`config.mk`:
```
export PLATFORM = sky130hd
export DESIGN_NAME = inst_fetch
export DESIGN_NICKNAME = d
export VERILOG_FILES = /design/src/rtl/inst_fetch.sv
export SDC_FILE = /design/constraint.sdc
export NUM_CORES = 1
export LEC_CHECK = 0
export CORE_AREA = 2 2 135 124
export DETAILED_ROUTE_END_ITERATION = 6
export DIE_AREA = 0 0 137 126
export PLACE_DENSITY = 0.95
export REMOVE_ABC_BUFFERS = 1
export SYNTH_ARGS = -nofsm -noshare
export SYNTH_HDL_FRONTEND = slang
export SYNTH_SLANG_ARGS = --single-unit
```
`constraint.sdc`:
```
create_clock -name clk -period 17.65 [get_ports clk]
set_input_delay 1.765 -clock clk [delete_from_list [all_inputs] [get_ports clk]]
set_output_delay 1.765 -clock clk [all_outputs]
set_load 0.02 [all_outputs]
```
`src/rtl/inst_fetch.sv`:
```
// rtl/inst_fetch.sv - IF stage: fetch PC, IMEM word reads, 2-entry {pc,inst} buffer toward ID
module inst_fetch #(
  parameter logic [31:0] RESET_PC = 32'h4000_0000,
  parameter int          AWIDTH   = 14,
  parameter logic [31:0] NOP      = 32'h0000_0013
) (
  input  logic              clk,
  input  logic              rst,
  input  logic              redirect_valid,
  input  logic [31:0]       redirect_pc,
  output logic              imem_req,
  output logic [AWIDTH-1:0] imem_addr,
  input  logic              imem_rsp_valid,
  input  logic [31:0]       imem_rdata,
  output logic              id_valid,
  input  logic              id_ready,
  output logic [31:0]       id_inst,
  output logic [31:0]       id_pc
);

  typedef enum logic {BOOT, RUN} state_t;

  state_t      state;
  logic [31:0] pc_f;
  logic [31:0] req_pc;
  logic [1:0]  count;
  logic        inflight;
  logic        kill;
  logic [31:0] e0_pc, e0_inst;
  logic [31:0] e1_pc, e1_inst;

  logic        pop;
  logic        push;
  logic        issue;
  logic [2:0]  occ;
  logic [31:0] target;

  assign target    = redirect_pc & 32'hFFFF_FFFC;
  assign pop       = (count != 2'd0) & id_ready & ~redirect_valid;
  // pop never happens with count==0, so occ cannot underflow
  assign occ       = {1'b0, count} + {2'b00, inflight} - {2'b00, pop};
  assign issue     = (state == RUN) & ~redirect_valid & (occ < 3'd2);
  assign push      = imem_rsp_valid & inflight & ~kill & ~redirect_valid;

  assign imem_req  = issue;
  assign imem_addr = pc_f[AWIDTH+1:2];
  assign id_valid  = (count != 2'd0) & ~redirect_valid;
  assign id_inst   = id_valid ? e0_inst : NOP;
  assign id_pc     = id_valid ? e0_pc : 32'h0;

  always_ff @(posedge clk or posedge rst) begin
    if (rst) begin
      state    <= BOOT;
      pc_f     <= RESET_PC;
      req_pc   <= RESET_PC;
      count    <= 2'd0;
      inflight <= 1'b0;
      kill     <= 1'b0;
      e0_pc    <= 32'h0;
      e0_inst  <= NOP;
      e1_pc    <= 32'h0;
      e1_inst  <= NOP;
    end else begin
      inflight <= issue;
      kill     <= 1'b0;
      if (state == BOOT) begin
        state <= RUN;
      end else if (redirect_valid) begin
        count <= 2'd0;
        pc_f  <= target;
        kill  <= inflight;
      end else begin
        if (issue) begin
          pc_f   <= pc_f + 32'd4;
          req_pc <= pc_f;
        end
        // e0 is the head; e1 only ever holds the entry behind it
        case ({push, pop})
          2'b10: begin
            if (count == 2'd0) begin
              e0_pc   <= req_pc;
              e0_inst <= imem_rdata;
            end else begin
              e1_pc   <= req_pc;
              e1_inst <= imem_rdata;
            end
            count <= count + 2'd1;
          end
          2'b01: begin
            e0_pc   <= e1_pc;
            e0_inst <= e1_inst;
            count   <= count - 2'd1;
          end
          2'b11: begin
            if (count == 2'd1) begin
              e0_pc   <= req_pc;
              e0_inst <= imem_rdata;
            end else begin
              e0_pc   <= e1_pc;
              e0_inst <= e1_inst;
              e1_pc   <= req_pc;
              e1_inst <= imem_rdata;
            end
          end
          default: ;
        endcase
      end
    end
  end

  a_no_push_when_full: assert property (@(posedge clk) disable iff (rst)
    !(push && !pop && count == 2'd2));

endmodule

```
# After elaboration in Yosys (flattened, before gate mapping)
# Cells that the tools add are included.
# classes
add_sub_neg,5
multipliers,0
div_mod_pow,0
magnitude_cmp,1
eq_ne,7
shift,0
muxes,20
n_bitwise,10
n_reduce_logical,11
# ops
operator,n
$mux W32,12
$pmux W32 S3,2
$pmux W32 S2,2
$add A32 B3 Y32 const B,1
$and A1 B1 Y1,8
$ne A2 B2 Y1 const B,3
$reduce_bool A2 Y1,3
$reduce_bool A3 Y1,2
$reduce_and A5 Y1,1
$eq A2 B1 Y1 const B,2
$eq A2 B2 Y1 const B,2
$pmux W2 S2,1
$reduce_and A2 Y1,2
$reduce_and A4 Y1,1
$add A2 B1 Y3,1
$lt A3 B2 Y1 const B,1
$reduce_and A3 Y1,1
$sub A3 B1 Y3,1
$add A2 B1 Y2 const B,1
$logic_not A2 Y1,1
$mux W1,2
$mux W2,1
$not A1 Y1,2
$sub A2 B1 Y2 const B,1
# word_totals
reg_bits,197
latchBits,0
ram_bits,0
romBits,0
out_inout_bits,80
word_cells,64
mem_count,0

# Longest topological paths before layout
# Gate-level depths: netlist of the first run.
# depth
ltp_word,8
mapped_depth,13
mapped_depth_nobuf,12

# Least setup slack after synthesis of the first run
# Ideal clock, no wire load.
# synth_path
path_type,input-to-output
from,in redirect_valid
to,out imem_req
t_arrival_ns,4.058
required_ns,15.885
path_slack_ns,11.827
cell_stages,10
n_path_buf,2
path_cell_list,buf_2 -> nor2_1 -> nand2_1 -> nor2_1 -> o21ai_0 -> fa_1 -> xnor2_1 -> nand3_1 -> inv_1 -> clkbuf_1
# synth_via
elab_chain_len,5
# synth_rtl
item,line_no,rtl
start: declaration,9,"input logic redirect_valid,"
$not A1 Y1 (no source line) *,n/a,
$and A1 B1 Y1,39,assign pop = (count != 2'd0) & id_ready & ~redirect_valid;
$sub A3 B1 Y3,41,"assign occ = {1'b0, count} + {2'b00, inflight} - {2'b00, pop};"
$lt A3 B2 Y1,42,assign issue = (state == RUN) & ~redirect_valid & (occ < 3'd2);
$and A1 B1 Y1 *,42,
end: declaration,11,"output logic imem_req,"
# Mark *: on every way between the ends. The rest lies on a longest branch, timed or not.

# Final worst setup path of the first run
# Ends and elaborated chain as after synthesis.

==> reports/results.ini, run 1 <==
[critical_path]
path_max_fanout=38
slowest_stage=clkdlybuf4s50_1
path_cells=clkdlybuf4s50_1 > buf_4 > nor2_4 > nand2_1 > nor2_1 > o21ai_0 > fa_1 > xnor2_1 > nand3_1 > inv_1 > clkdlybuf4s50_1
startpoint_type=input pin
worst_path_most_repeated_cell=clkdlybuf4s50_1
critical_path_class=in2out
arrival_ns=4.72
end_kind=output port
reg2regPathDepth=13
cp.required_ns=15.88
path_buf_inv=4
cpPeakStageDelay_ns=0.61
rr_endpoint=pc_f[16]
critPathLaunch=redirect_valid
critPathTopFamily=buffers and inverters
timing.rr.start=count[1]
r2r_slack_ns=13.98

[synthesis]
synth_seq_area_share_pct=52.2
syn_area_um2=9080
synthArstFlopShare_pct=100
yosys_warnings=0
synth_common_cells=dfrtp_1 (181), nand2_1 (166), o21ai_0 (77)
synthCells=878
synth_seq_cells=189
synthFlopType=dfrtp_1
synth_cell_types=60
ys_top_cells_by_area=dfrtp_1 (50%), mux2_2 (7.9%), mux2i_1 (7.5%)
synth_top_cell_area_share_pct=49.9
synth_edf_count=0
syn_area_per_cell_um2=10.3
synth_top_area_cell=dfrtp_1
yosysMostFrequentCell=dfrtp_1

[pwr]
peakVddDrop_mv=0.0962
powerDensity_nw_per_um2=137
p_leak_nw=4.81

[worst_hold_path]
hold_path_depth=2
hold_path_class=reg2reg
hold_end=req_pc[30]
hold_start=req_pc[30]

[drt]
drt_iter0_drc=473
viasPerCell=5.70
routed-via-count=6823
drt_wl_total_um=20000
drtAntennaViolNets=0
wire_per_inst_um=16.8
dr.pass1.iters=6
drc=0

[cells_and_area]
final_nets=1051
fill_cells=1181
drive_gt1_share_pct=12.3
syn_to_final_growth_pct=21.7
antenna_cells=0

[sta]
finalHoldViolCount=0
clock.fmax_ghz=0.154
slew_headroom_pct=21.9
worstMarginPinSlew_ns=1.17
whs_ns=0.467
period_needed_ns=6.49
rsz0062_at_grt=no
setup_violations=0
slew_viol_final=0
fin_setup_tns_ns=0
layout_worst_path_cycle_share_pct=36.8
skew_ns=0.00828

[global_route]
antenna_found_initial=0
grt_start_max_net_pins=125
grt_remaining_overflow=0
grt_pass1_vias=6624
grt_pass1_wl_um=33000
grtUsageTotal_pct=24.2

[floorplanning]
rows=44
core_area_um2=15900
pin_count=149
die-area_um2=17300
die_h_um=126
die-width_um=137
start_util_pct=57.3

[cts]
post-cts-setup-buffer-count=0
clock-root-buffer=clkbuf_16
cts_inserted_buffers=17
cts_sinks=189
clk_path_buf_depth=2
clock_latency_ns=0.43
cts_tree=yes
htreeDepth=4
cts_resized=0
path_clk_slew_ns=0.06
ctsHoldBuffers=0

[flow_run]
maxCapViolCount=0

[placed_design]
place_congestion=0.896
dp_hpwl_um=12600
port_buffers=144

[outcome]
outcome=completed

-- worst max-delay path by stage --
stage | endpoint | depth (start not counted)
5_1_grt | imem_req | 11
2_1_floorplan | e0_inst[10] | 5
4_1_cts | imem_req | 11
3_3_place_gp | imem_req | 11
6_report | imem_req | 11
3_5_place_dp | imem_req | 11
-- worst reg2reg max path, stage by stage (launching register included) --
cell and delay, ns:
dfrtp_1 0.43, inv_1 0.09, ha_1 0.30, nor2_4 0.13, nand2_1 0.16, nor2_1 0.21, o21ai_0 0.14, fa_1 0.39
xnor2_1 0.32, nand3_1 0.19, buf_4 0.31, nor3_1 0.52, a311oi_1 0.19, nor3_1 0.22
-- cell type report --
type,instances,area (um^2),area share [%]
Timing Repair Buffer,152,1500,13.6
Sequential cell,189,4740,42.9
Multi-Input combinational cell,608,3960,35.9
Tap cell,207,259,2.34
Inverter,10,45.0,0.408
Clock buffer,24,482,4.36
Clock inverter,6,62.6,0.566
-- cells by family (layout without fill, tap and decap cells) --
kind of cell / Yosys count / count (layout) / share of synthesized area, %
buf+inv: 82 / 192 / 4.60
fa+ha+maj: 4 / 4 / 0.634
xor+xnor: 2 / 2 / 0.193
other cells: 2 / 3 / 0.0827
mux: 133 / 133 / 15.6
flops: 189 / 189 / 52.2
compound gates: 133 / 133 / 8.98
simple gates: 333 / 333 / 17.8
-- power breakdown --
group	internal, W	switching, W	total (W)
logic	0.000204	0.000229	0.000433
clock network	0.000204	0.000154	0.000358
registers	0.000608	0.000111	0.000719
total	0.00102	0.000494	0.00151
-- sequential cells by signal, summed over array words and instances, names as in the netlist --
| name | count |
|---|---|
| kill | 1 |
| e1_pc | 30 |
| inflight | 1 |
| e0_inst | 32 |
| e0_pc | 30 |
| e1_inst | 32 |
| count | 2 |
| state | 1 |
| req_pc | 30 |
| pc_f | 30 |
-- through the flow --
step | setup WS [ns] | std cells | total power (W) | utilization, % | instance area, um^2
6_report | 11.16 | 1196 | 0.00151 | 69.7 | 11100
5_1_grt | 10.93 | 1196 | 0.00161 | 69.7 | 11100
4_1_cts | 11.18 | 1196 | 0.00152 | 69.7 | 11100
3_5_place_dp | 11.20 | 1166 | 0.00116 | 66.3 | 10500
3_3_place_gp | 11.22 | 1166 | 0.00113 | 66.3 | 10500
2_1_floorplan | 9.03 | 807 | 0.000990 | - | 8710
-- cell usage in the layout (no fill, tap or decap), types with 15 or more instances in the layout --
| master | count |
|---|---|
| clkdlybuf4s50_1 | 144 |
| o21ai_0 | 77 |
| dfrtp_1 | 181 |
| nor2_1 | 25 |
| mux2i_1 | 68 |
| nor3_1 | 20 |
| and2_1 | 60 |
| clkbuf_16 | 17 |
| mux2_2 | 64 |
| nand2_1 | 165 |
| nand3_1 | 15 |
-- per-layer routing --
layer	share of wire [%]	wire (um)	track usage (%)	vias up
met5	0	0	0	-
li1	-	-	-	3214
met4	2.2	451	9.40	0
met1	45	9030	34.1	3311
met3	5.9	1190	4.35	37
met2	47	9380	37.6	261
No activity file was read; power rests on OpenSTA's default activity.
==> run 2, diff against run 1 <==
--- a/config.mk
+++ b/config.mk
@@ -5,10 +5,10 @@
 export SDC_FILE = /design/constraint.sdc
 export NUM_CORES = 1
 export LEC_CHECK = 0
-export CORE_AREA = 2 2 135 124
+export CORE_AREA = 2 2 147 135
 export DETAILED_ROUTE_END_ITERATION = 6
-export DIE_AREA = 0 0 137 126
-export PLACE_DENSITY = 0.95
+export DIE_AREA = 0 0 149 137
+export PLACE_DENSITY = 0.87
 export REMOVE_ABC_BUFFERS = 1
 export SYNTH_ARGS = -nofsm -noshare
 export SYNTH_HDL_FRONTEND = slang
==> constraint.sdc (replaced) <==
create_clock -name clk -period 5.4 [get_ports clk]
set_input_delay 0.54 -clock clk [delete_from_list [all_inputs] [get_ports clk]]
set_output_delay 0.54 -clock clk [all_outputs]
set_load 0.02 [all_outputs]
==> run 2 against run 1 <==
Net effect: die area is 18% higher; clock skew is 0.0040 ns higher; setup slack lost 9.9 ns; sequential share of layout area fell by 0.63 points; register-to-register slack worse by 12 ns; core utilization fell by 10 points; clock-buffer cell count decreased by 5; sequential power rose to 3.3 times the previous value; critical path type unchanged; via count is 2.6% lower.
==> reports/results.ini, run 2 (synthesis results as in run 1) <==
[pwr]
swShare_pct=32.4
p_leak_nw=4.86
powerDensity_nw_per_um2=454
combPwrFrac_pct=27.6
peakVddDrop_mv=0.241
internal_power_w=0.00344
p_sw_w=0.00165
seqPwrFrac_pct=46.1
p_clk_share_pct=26.3

[drt]
wire_per_inst_um=16.6
viasPerCell=5.35
drt_wl_total_um=20600
routed-via-count=6645
drtAntennaViolNets=0
dr.pass1.iters=5
drc=0
drt_iter0_drc=509

[global_route]
antenna_found_initial=0
grt_remaining_overflow=0
grt_start_max_net_pins=157
grt_pass1_vias=6523
grt_pass1_wl_um=33800
grtUsageTotal_pct=21.1

[cells_and_area]
final_common_cell=dfrtp_1
multiInputGateArea_um2=3960
antenna_cells=0
drive_gt1_share_pct=13.0
fin_cells=1243
register_area_um2=4740
reg_top3=e0_inst: 32 flops, e1_inst: 32 flops
layout_common_cells=dfrtp_1 (181), nand2_1 (165), clkdlybuf4s50_1 (144), o21ai_0 (77), mux2i_1 (68)
fill_cells=1602
final_area_um2=11200
final_nets=1053
syn_to_final_growth_pct=23.5
final_core_util_pct=59.5

[cts]
cts_tree=yes
post-cts-setup-buffer-count=0
cts_sinks=189
clock-root-buffer=clkbuf_16
path_clk_slew_ns=0.07
ctsHoldBuffers=0
htreeDepth=4
cts_resized=0
clock_latency_ns=0.43
cts_inserted_buffers=17
clk_path_buf_depth=2

[critical_path]
critical_path_class=in2out
arrival_ns=3.56
rr_endpoint=pc_f[16]
timing.rr.start=count[1]
startpoint_type=input pin
reg2regPathDepth=13
cpPeakStageDelay_ns=0.63
path_max_fanout=34
r2r_slack_ns=1.81
cp.required_ns=4.86
slowest_stage=clkdlybuf4s50_1
path_cells=clkdlybuf4s50_1 > buf_4 > nor3b_2 > nor2b_1 > o21ai_0 > fa_1 > xnor2_1 > nand3_1 > inv_1 > clkdlybuf4s50_1
end_kind=output port
worst_path_most_repeated_cell=clkdlybuf4s50_1

[sta]
skew_ns=0.0122
worstMarginPinSlew_ns=1.19
slew_viol_final=0
rsz0062_at_grt=no
setup_violations=0
slew_headroom_pct=20.6
fin_setup_tns_ns=0
layout_worst_path_cycle_share_pct=76.0
finalHoldViolCount=0
clock.fmax_ghz=0.244
whs_ns=0.468
period_needed_ns=4.10

[placed_design]
port_buffers=144
post-place-cells=1211
place_congestion=0.879
place_area_um2=10600
dp_hpwl_um=13200

[floorplanning]
die-width_um=149
die_h_um=137
rows=48
core_area_um2=18900
die-area_um2=20400
pin_count=149
start_util_pct=48.2

[worst_hold_path]
hold_start=e0_pc[7]
hold_end=e0_pc[7]
hold_path_depth=2
hold_path_class=reg2reg

[outcome]
outcome=completed

[flow_run]
maxCapViolCount=0

-- run 2: cell types whose count changed in the layout (fill, tap and decap cells not counted) --
cell | before | now
buf_4 | 8 | 9
buf_12 | 0 | 1
clkbuf_1 | 4 | 1
clkbuf_8 | 3 | 1
inv_6 | 0 | 4
bufinv_16 | 1 | 4
clkinvlp_4 | 0 | 2
clkinv_4 | 2 | 0
-- run 2: final cells by class --
| class | count | share of cell area, % |
|---|---|---|
| Clock inverter | 13 | 1.65 |
| Tap cell | 250 | 2.79 |
| Clock buffer | 19 | 3.95 |
| Multi-Input combinational cell | 608 | 35.3 |
| Timing Repair Buffer | 154 | 13.6 |
| Inverter | 10 | 0.402 |
| Sequential cell | 189 | 42.3 |
-- run 2: power groups by stage --
stage | clock (W) | combinational [W] | sequential (W)
final | 0.00134 | 0.00141 | 0.00235
after global routing | 0.00142 | 0.00158 | 0.00243
after CTS | 0.00136 | 0.00143 | 0.00235
after detailed placement | 0 | 0.00142 | 0.00237
after global placement | 0 | 0.00136 | 0.00233
after floorplan | 0 | 0.000936 | 0.00230
-- run 2: metal layers --
metal	global-route usage, %	share of wire, %
met1	28.5	46
met2	34.7	47
met3	4.80	5.5
met4	5.19	1.3
met5	0	0
-- run 2: how the worst max path moves through the flow --
stage / start / end / slack [ns] / depth (start not counted)
final: redirect_valid / imem_req / 1.30 / 10
after floorplan: count[1] / e0_inst[10] / -2.18 / 7
after global placement: redirect_valid / imem_req / 1.33 / 10
after global routing: redirect_valid / imem_req / 1.07 / 10
after detailed placement: redirect_valid / imem_req / 1.29 / 10
after CTS: redirect_valid / imem_req / 1.28 / 10
-- run 2: critical path: cells and delay by family --
kind | cells | cell delay (ns)
compound gates | 1 | 0.10
xor+xnor | 1 | 0.32
fa+ha+maj | 1 | 0.40
buf+inv | 4 | 1.73
simple gates | 3 | 0.45
-- run 2: metrics by stage --
| stage | total power [W] | worst slack (ns) |
|---|---|---|
| 6_report | 0.00509 | 1.30 |
| 3_3_place_gp | 0.00369 | 1.33 |
| 4_1_cts | 0.00514 | 1.28 |
| 3_5_place_dp | 0.00379 | 1.29 |
| 2_1_floorplan | 0.00324 | -2.18 |
| 5_1_grt | 0.00543 | 1.07 |
